$ cat src/rtl/ex_div_unit.sv
// Iterative restoring divider (signed/unsigned) for the EX stage: WIDTH CALC cycles, one FIX cycle, one DONE pulse.
// Optional macro DIV_ZERO_FAST_EN: a zero divisor bypasses CALC/FIX and completes in one cycle.
module ex_div_unit #(
  parameter int WIDTH = 32
) (
  input  logic             clk,
  input  logic             rst,
  input  logic             start,
  input  logic             signed_op,
  input  logic [WIDTH-1:0] dividend,
  input  logic [WIDTH-1:0] divisor,
  input  logic             cancel,
  output logic             busy,
  output logic             done,
  output logic [WIDTH-1:0] quotient,
  output logic [WIDTH-1:0] remainder,
  output logic [1:0]       o_dbg_state
);

  localparam int CW = $clog2(WIDTH + 1);

  typedef enum logic [1:0] {
    S_IDLE = 2'd0,
    S_CALC = 2'd1,
    S_FIX  = 2'd2,
    S_DONE = 2'd3
  } state_t;

  // Handshake: start is accepted only in IDLE or DONE with cancel low; busy
  // is high from the cycle after acceptance until results are written, and
  // done pulses for one cycle when quotient/remainder become valid.
  state_t           r_state, w_next;
  logic [WIDTH-1:0] r_rem, r_quo, r_dvs;
  logic [CW-1:0]    r_cnt;
  logic             r_neg_q, r_neg_r;
  logic [WIDTH-1:0] r_quotient, r_remainder;
  logic             r_busy, r_done;

  logic             w_accept, w_dvz, w_dvd_neg, w_dvs_neg;
  logic [WIDTH-1:0] w_dvd_mag, w_dvs_mag;
  logic [WIDTH:0]   w_shift, w_diff;

  assign w_accept  = start && !cancel && (r_state == S_IDLE || r_state == S_DONE);
  assign w_dvz     = (divisor == '0);
  assign w_dvd_neg = signed_op && dividend[WIDTH-1];
  assign w_dvs_neg = signed_op && divisor[WIDTH-1];
  assign w_dvd_mag = w_dvd_neg ? -dividend : dividend;
  assign w_dvs_mag = w_dvs_neg ? -divisor : divisor;

  // One restoring step: shift the next dividend bit in and trial-subtract.
  assign w_shift = {r_rem, r_quo[WIDTH-1]};
  assign w_diff  = w_shift - {1'b0, r_dvs};

  always_ff @(posedge clk or posedge rst) begin
    if (rst) r_state <= S_IDLE;
    else     r_state <= w_next;
  end

  always_comb begin
    w_next = r_state;
    case (r_state)
      S_IDLE, S_DONE: begin
        w_next = S_IDLE;
        if (w_accept) begin
`ifdef DIV_ZERO_FAST_EN
          w_next = w_dvz ? S_DONE : S_CALC;
`else
          w_next = S_CALC;
`endif
        end
      end
      S_CALC:  if (r_cnt == CW'(1)) w_next = S_FIX;
      S_FIX:   w_next = S_DONE;
      default: w_next = S_IDLE;
    endcase
    if (cancel) w_next = S_IDLE;
  end

  always_ff @(posedge clk or posedge rst) begin
    if (rst) begin
      r_rem       <= '0;
      r_quo       <= '0;
      r_dvs       <= '0;
      r_cnt       <= '0;
      r_neg_q     <= 1'b0;
      r_neg_r     <= 1'b0;
      r_quotient  <= '0;
      r_remainder <= '0;
      r_busy      <= 1'b0;
      r_done      <= 1'b0;
    end else begin
      if (w_accept) begin
        r_rem   <= '0;
        r_quo   <= w_dvd_mag;
        r_dvs   <= w_dvs_mag;
        r_cnt   <= CW'(WIDTH);
        // A zero divisor leaves quo all ones; only the remainder is re-signed,
        // which restores the original dividend.
        r_neg_q <= (w_dvd_neg ^ w_dvs_neg) && !w_dvz;
        r_neg_r <= w_dvd_neg;
`ifdef DIV_ZERO_FAST_EN
        if (w_dvz) begin
          r_quotient  <= '1;
          r_remainder <= dividend;
        end
`endif
      end else if (r_state == S_CALC && !cancel) begin
        if (!w_diff[WIDTH]) begin
          r_rem <= w_diff[WIDTH-1:0];
          r_quo <= {r_quo[WIDTH-2:0], 1'b1};
        end else begin
          r_rem <= w_shift[WIDTH-1:0];
          r_quo <= {r_quo[WIDTH-2:0], 1'b0};
        end
        r_cnt <= r_cnt - CW'(1);
      end else if (r_state == S_FIX && !cancel) begin
        r_quotient  <= r_neg_q ? -r_quo : r_quo;
        r_remainder <= r_neg_r ? -r_rem : r_rem;
      end
      r_busy <= (w_next == S_CALC) || (w_next == S_FIX);
      r_done <= (w_next == S_DONE);
    end
  end

  assign busy        = r_busy;
  assign done        = r_done;
  assign quotient    = r_quotient;
  assign remainder   = r_remainder;
  assign o_dbg_state = r_state;

endmodule

$ cat config.mk
export PLATFORM = sky130hd
export DESIGN_NAME = ex_div_unit
export DESIGN_NICKNAME = d
export VERILOG_FILES = /design/src/rtl/ex_div_unit.sv
export SDC_FILE = /design/constraint.sdc
export NUM_CORES = 1
export LEC_CHECK = 0
export BUFFER_PORTS_ARGS = -buffer_cell sky130_fd_sc_hd__buf_2
export CORE_AREA = 3 3 146 148
export CTS_CLUSTER_DIAMETER = 30
export DETAILED_ROUTE_END_ITERATION = 7
export DIE_AREA = 0 0 149 151
export PLACE_DENSITY_LB_ADDON = 0.2
export SYNTH_ARGS = -nofsm -noshare
export SYNTH_HDL_FRONTEND = slang
export SYNTH_SLANG_ARGS = --single-unit
export TNS_END_PERCENT = 1
$ cat constraint.sdc
create_clock -name clk -period 10 [get_ports clk]
set_clock_uncertainty 0.15 [all_clocks]
set_input_delay 3 -clock clk [delete_from_list [all_inputs] [get_ports clk]]
set_output_delay 3 -clock clk [all_outputs]
set_load 0.03 [all_outputs]
==> impl_results.md, run 1 <==
- Worst Setup Slack, final: 4561 ps
- Nets in the synthesized netlist: 1383
- Tightest hold margin: 321.5 ps
- Drc violations: 0
- Setup repair after global routing missed its margin: false
- Fin crit period: 5439 ps
- Pre-CTS WS: 4137 ps
- Share of the synthesized area in the top cell type: 38.95%
- Crit end category: flip-flop
- Setup repair bufs after CTS: 0
- Routed length per instance: 16.15 microns
- Met3 track demand over resource: 3.890%
- Portion of the post-synthesis area used by sequential elements: 38.95%
- GR met2 Demand/Resource: 32.95%
- Non-filler cells, final: 1661
- Die span in y: 151 microns
- Number of antenna violations at the first check in global routing: 0
- Drt first-iter violations: 575
- List of most frequent post-synthesis cells: 192 x nand2_1, 172 x dfrtp_1, 153 x o21ai_0
- Ratio of routed vias to standard cells: 5.635
- Post-CTS Hold Buffers: 0
- Die Wd: 149 microns
- Largest fanout on the critical path: 5
- Number of diodes: 0
- HPWL Detailed: 19.76 mm
- Via count of the first global-routing pass: 8388
- Count of endpoints failing hold in the final timing report: 0
- Class of the most critical setup path: in -> reg
- Number of clock sinks seen by CTS: 172
- Number of synthesis warnings: 0
- Utilization after layout: 62.15%
- Main area contributors after synthesis: dfrtp_1 39%, xor2_1 7.4%, o21ai_0 6.9%
- Clock transition at the registers of the reported paths: 70 ps
- Mapped cell area: 11050 sq um
- Port Buffer Count: 136
- DP Cell Count: 1629
- Worst vdd rail ir drop: 129.9 uV
- Largest net degree at the start of global routing: 80
- Aggregate routed wire length: 26.82 mm
- Fin. max-slew vios: 0
- Status: finished clean
- Antenna-violating nets left: 0
- Worst-case clock buffer depth: 2
- Worst-Margin Slew: 1063 ps
- Share of cells above drive strength 1: 14.45%
- Maximum level of the CTS H-tree: 4
- Master cell of the clock root buffer: clkbuf_16
- Leak pwr: 5.731 nW
- Fmax: 183.8 MHz
- Number of library cell types mapped by synthesis: 74
- Filler cell count: 1801
- Setup_tns: 0 ps
- Routability-driven placement congestion ratio: 0.9393
- Final clock period utilization by the worst path: 54.39%
- Rel. slew slack: 28.88%
- Worst Hold Class: reg -> reg
- CTS resizes: 0
- Startpoint types: primary input
- EDFF count, synth: 0
- Total power density per cell area: 156.3 nW/um^2
- Cts bufs inserted: 17
- Floorplan die area: 22500 sq um
- TritonCTS clock tree: built
- Number of endpoints failing setup at the final stage: 0
- Core region area: 20170 sq um
- Cell accounting for the most synthesized area: dfrtp_1
- Global routing met1 resource utilization: 37.98%
- Leading register cell type out of synthesis: dfrtp_1
- Max-Cap Viols: 0
- Endpoint required time on the critical path: 10210 ps
- Synthesized instance count: 1272
- Row count: 52
- Vias: 9359
- Length of the first detailed-routing pass in iterations: 5
- GRT Residual Overflow: 0
- Library cell with the highest instance count after synthesis: nand2_1
- Multi-input gate area: 6284 sq um
- Synth Area per Inst: 8.688 sq um
- I/O Pins: 137
- Flop and latch count out of synthesis: 172
- Total Routing Usage GR: 23.59%
- Source-to-sink clock delay at the later pin of the worst-skew pair: 430 ps
- Wire length of the first global-routing pass: 42.79 mm
- Total area of sequential cells: 4304 sq um
- Area growth syn-to-layout: 13.44%
- Async set-or-reset flop fraction in the synthesized netlist: 100.0%
- Crit path arrival time: 5650 ps
- Effective utilization at floorplan: 54.79%
- Global routing's busiest layer: met1
- Final net count: 1489
==> state kept, by name (all words and copies together), names as in the netlist <==
signal / cells
quotient: 32
r_dvs: 32
r_quo: 32
r_rem: 32
remainder: 32
r_cnt: 6
o_dbg_state: 2
busy: 1
done: 1
r_neg_q: 1
r_neg_r: 1
==> final cells by class <==
class | instances | area share [%]
Multi-Input combinational cell | 983 | 50.12
Sequential cell | 172 | 34.33
Timing Repair Buffer | 145 | 5.969
Clock buffer | 18 | 3.423
Tap cell | 270 | 2.695
Inverter | 59 | 1.807
Clock inverter | 14 | 1.647
==> kinds of logic (layout without fill, tap and decap cells) <==
| logic type | count (synthesis) | in the layout | share of synthesized area (%) |
|---|---|---|---|
| AOI/OAI and AO/OA | 389 | 389 | 21.03 |
| adders and majority gates | 42 | 42 | 4.823 |
| DFF | 172 | 172 | 38.95 |
| buffers and inverters | 117 | 236 | 4.393 |
| and+or+nand+nor | 371 | 371 | 16.02 |
| xor gates and xnor gates | 149 | 149 | 11.88 |
| muxes | 32 | 32 | 2.910 |
==> cell usage in the layout (no fill, tap or decap), types with 9 or more instances in the layout <==
cell / count
buf_2: 136
o21ai_1: 50
nand2b_1: 16
a21oi_1: 59
nand2_1: 192
xnor2_1: 55
nor3_1: 19
nor2b_1: 9
nor4_1: 9
clkbuf_16: 17
o31ai_1: 29
buf_4: 9
o21ai_0: 153
a22oi_1: 27
mux2i_1: 31
inv_1: 58
or3_1: 9
xor2_1: 93
dfrtp_1: 172
nor2_1: 44
nand3_1: 22
ha_1: 41
==> per-stage QoR <==
step | instance area (sq um) | power [W]
floorplan | 11050 | 0.001122
global placement | 11900 | 0.001237
finish | 12540 | 0.001959
CTS | 12540 | 0.001966
global route | 12540 | 0.002065
detailed placement | 11900 | 0.001246
==> metal layers <==
metal	routed length, microns	vias to the layer above
met5	0	-
met4	307	0
met3	1525	25
met2	10950	273
met1	14030	4347
li1	-	4714
==> final timing paths <==
check                                  from             to  slack, ps  cells past startpoint
worst max register to register    r_quo[31]      r_rem[24]       5610                     13
worst min register to register  quotient[3]    quotient[3]        320                      2
min in group asynchronous               rst  remainder[17]       2540                      2
max in group asynchronous               rst      r_quo[27]       6110                      3
worst min-delay path            quotient[3]    quotient[3]        320                      2
worst max-delay path            dividend[4]      r_quo[31]       4560                     10
==> where the power goes <==
| group | switching, W | internal [W] |
|---|---|---|
| Clock | 0.000294 | 0.000425 |
| Combinational | 0.000240 | 0.000165 |
| Sequential | 0.0000809 | 0.000755 |
| Total | 0.000615 | 0.00134 |
==> critical path, stage by stage <==
cell and delay [ps]:
buf_2 120, nor4_2 480, nand3_1 220, or4_1 570, nor2_1 250, nand3b_1 170, or3_1 390, o31ai_1 230
nand3_1 100, o21ai_1 120
No activity file was read; power rests on OpenSTA's default activity.
==> run 2: changes to the inputs <==
ABC_AREA = 1   (was not set)
CORE_AREA = 3 3 162 164   (was 3 3 146 148)
DIE_AREA = 0 0 165 167   (was 0 0 149 151)
clock period = 5.4 ns   (was 10 ns; I/O delays follow)
==> run 2 against run 1 <==
Compared with the run above: non-clock buffer count unchanged; global-route usage increased by 4.9 points; worst hold slack improved by 5.5 ps; combinational power increased to 2.6 times the previous value; via count increased by 46%; synthesized area increased by 23%; largest power group unchanged.
==> impl_results.md, run 2 <==
- Max-Cap Viols: 0
- Startpoint of the tightest hold check path: remainder[14]
- Maximum level of the CTS H-tree: 4
- Routability-driven placement congestion ratio: 0.9340
- Mapped cell area: 13580 sq um
- Via count of the first global-routing pass: 12022
- Number of synthesis warnings: 0
- Source-to-sink clock delay at the later pin of the worst-skew pair: 450 ps
- Crit path arrival time: 4330 ps
- Combinational share of power: 27.2%
- Worst setup path startpoint: cancel
- Area growth syn-to-layout: 11.23%
- Most frequent cells in the layout: 641 x nand2_1, 307 x inv_1, 232 x nand3_1
- Number of library cell types mapped by synthesis: 49
- DP Cell Count: 2512
- Class of the most critical setup path: in -> reg
- EDFF count, synth: 0
- CTS resizes: 0
- Effective utilization at floorplan: 54.22%
- Post-CTS Hold Buffers: 0
- Nets in the synthesized netlist: 2208
- Synthesized instance count: 2097
- Setup_tns: 0 ps
- Largest fanout on the critical path: 61
- I/O Pins: 137
- Ratio of routed vias to standard cells: 5.359
- Internal power summed over all cells: 0.002423 W
- HPWL Detailed: 30.79 mm
- Antenna-violating nets left: 0
- Internal reg-to-reg setup slack: 1800 ps
- Routed length per instance: 15.36 microns
- Largest net degree at the start of global routing: 117
- Drc violations: 0
- Port Buffer Count: 136
- Net switching power: 0.001502 W
- Sequential cell fraction of total power: 39.0%
- Worst reg2reg startpoint: o_dbg_state[0]
- Main area contributors after synthesis: dfrtp_1 32%, nand2_1 18%, nand3_1 8.6%
- Endpoint required time on the critical path: 5600 ps
- Portion of the post-synthesis area used by sequential elements: 31.71%
- Crit end category: flip-flop
- Global routing met1 resource utilization: 47.75%
- GR met2 Demand/Resource: 38.17%
- Most common library cell in the layout ignoring fill and taps: nand2_1
- Non-filler cells, final: 2544
- Drt first-iter violations: 1353
- Status: finished clean
- Share of cells above drive strength 1: 12.06%
- Startpoint types: primary input
- Fin. max-slew vios: 0
- Leading register cell type out of synthesis: dfrtp_1
- Rel. slew slack: 28.35%
- Die span in y: 167 microns
- GRT Residual Overflow: 0
- Fmax: 242.3 MHz
- Worst Hold Class: reg -> reg
- Aggregate routed wire length: 39.09 mm
- Clock network fraction of total power: 33.9%
- Total design power: 0.003925 W
- Met3 track demand over resource: 4.005%
- Share of the synthesized area in the top cell type: 31.71%
- Final clock period utilization by the worst path: 76.44%
- Net switching fraction of the power: 38.27%
- Wire length of the first global-routing pass: 62.97 mm
- Master cell of the clock root buffer: clkbuf_16
- Fin crit period: 4128 ps
- Length of the first detailed-routing pass in iterations: 5
- Number of diodes: 0
- Final net count: 2312
- Number of antenna violations at the first check in global routing: 1
- Flop and latch count out of synthesis: 172
- Count of endpoints failing hold in the final timing report: 0
- Number of endpoints failing setup at the final stage: 0
- Async set-or-reset flop fraction in the synthesized netlist: 100.0%
- Cell accounting for the most synthesized area: dfrtp_1
- Total power density per cell area: 260.0 nW/um^2
- Clock transition at the registers of the reported paths: 80 ps
- Setup repair after global routing missed its margin: false
- Vias: 13633
- List of most frequent post-synthesis cells: 641 x nand2_1, 308 x inv_1, 233 x nand3_1
- TritonCTS clock tree: built
- Worst-case clock buffer depth: 2
- Global routing's busiest layer: met1
- Floorplan die area: 27560 sq um
- Synth Area per Inst: 6.474 sq um
- Worst vdd rail ir drop: 181.8 uV
- Number of clock sinks seen by CTS: 172
- Setup repair bufs after CTS: 0
- Library cell with the highest instance count after synthesis: nand2_1
- Worst-Margin Slew: 1075 ps
- Leak pwr: 8.429 nW
- Cts bufs inserted: 17
- Core region area: 25040 sq um
- Row count: 58
- Total Routing Usage GR: 28.49%
- Die Wd: 165 microns
run 2: path summary, 6_finish.rpt:
check                                      to  depth (start not counted)
worst min register to register  remainder[14]                          2
worst min-delay path            remainder[14]                          2
worst max-delay path                r_quo[27]                         10
min in group asynchronous        quotient[15]                          3
max in group asynchronous            r_rem[6]                          3
worst max register to register      r_quo[27]                         10
run 2: logic make-up after synthesis:
family,Yosys count,synth area share [%]
xor+xnor,61,3.935
buf+inv,385,11.21
simple gates,1210,39.47
flops,172,31.71
compound gates,227,9.760
fa+ha+maj,42,3.926
run 2: metal layers:
| metal | share of wire [%] | wire, microns |
|---|---|---|
| met4 | 1.2 | 460 |
| met5 | 0.036 | 14 |
| met2 | 39 | 15240 |
| met3 | 8.0 | 3115 |
| met1 | 52 | 20260 |
run 2: area by class of cell:
| class | instances | area [sq um] |
|---|---|---|
| flip-flops and latches | 172 | 4304 |
| clock inverters | 15 | 207.7 |
| repair buffers | 145 | 760.7 |
| multi-input cells | 1540 | 7765 |
| clock buffers | 17 | 425.4 |
| well taps | 330 | 412.9 |
| fillers | 2461 | 9937 |
| inverters | 325 | 1224 |
run 2: power by group through the flow:
stage                     sequential [W]  combinational, W  clock [W]
after floorplan                  0.00151          0.000773          0
after global placement           0.00155           0.00104          0
after detailed placement         0.00155           0.00105          0
after CTS                        0.00152           0.00105    0.00134
after global routing             0.00155           0.00120    0.00139
final                            0.00153           0.00107    0.00133
run 2: stage by stage:
stage          hold slack, ps  util [%]  setup slack, ps  cell area, sq um
6_report                327.0     60.31             1272             15100
5_1_grt                 345.8     60.31             1070             15100
4_1_cts                 331.2     60.31             1334             15100
3_5_place_dp            310.4     57.78            928.2             14470
3_3_place_gp            309.0     57.78             1031             14470
2_1_floorplan           298.9         -             1433             13580
run 2: worst max-delay path, cell delays in order:
cell and delay [ps]:
buf_2 110, inv_2 80, nand3_2 80, buf_4 470
inv_1 150, nor2_2 130, buf_4 410, clkinv_1 710
o22ai_1 380, o21bai_1 180
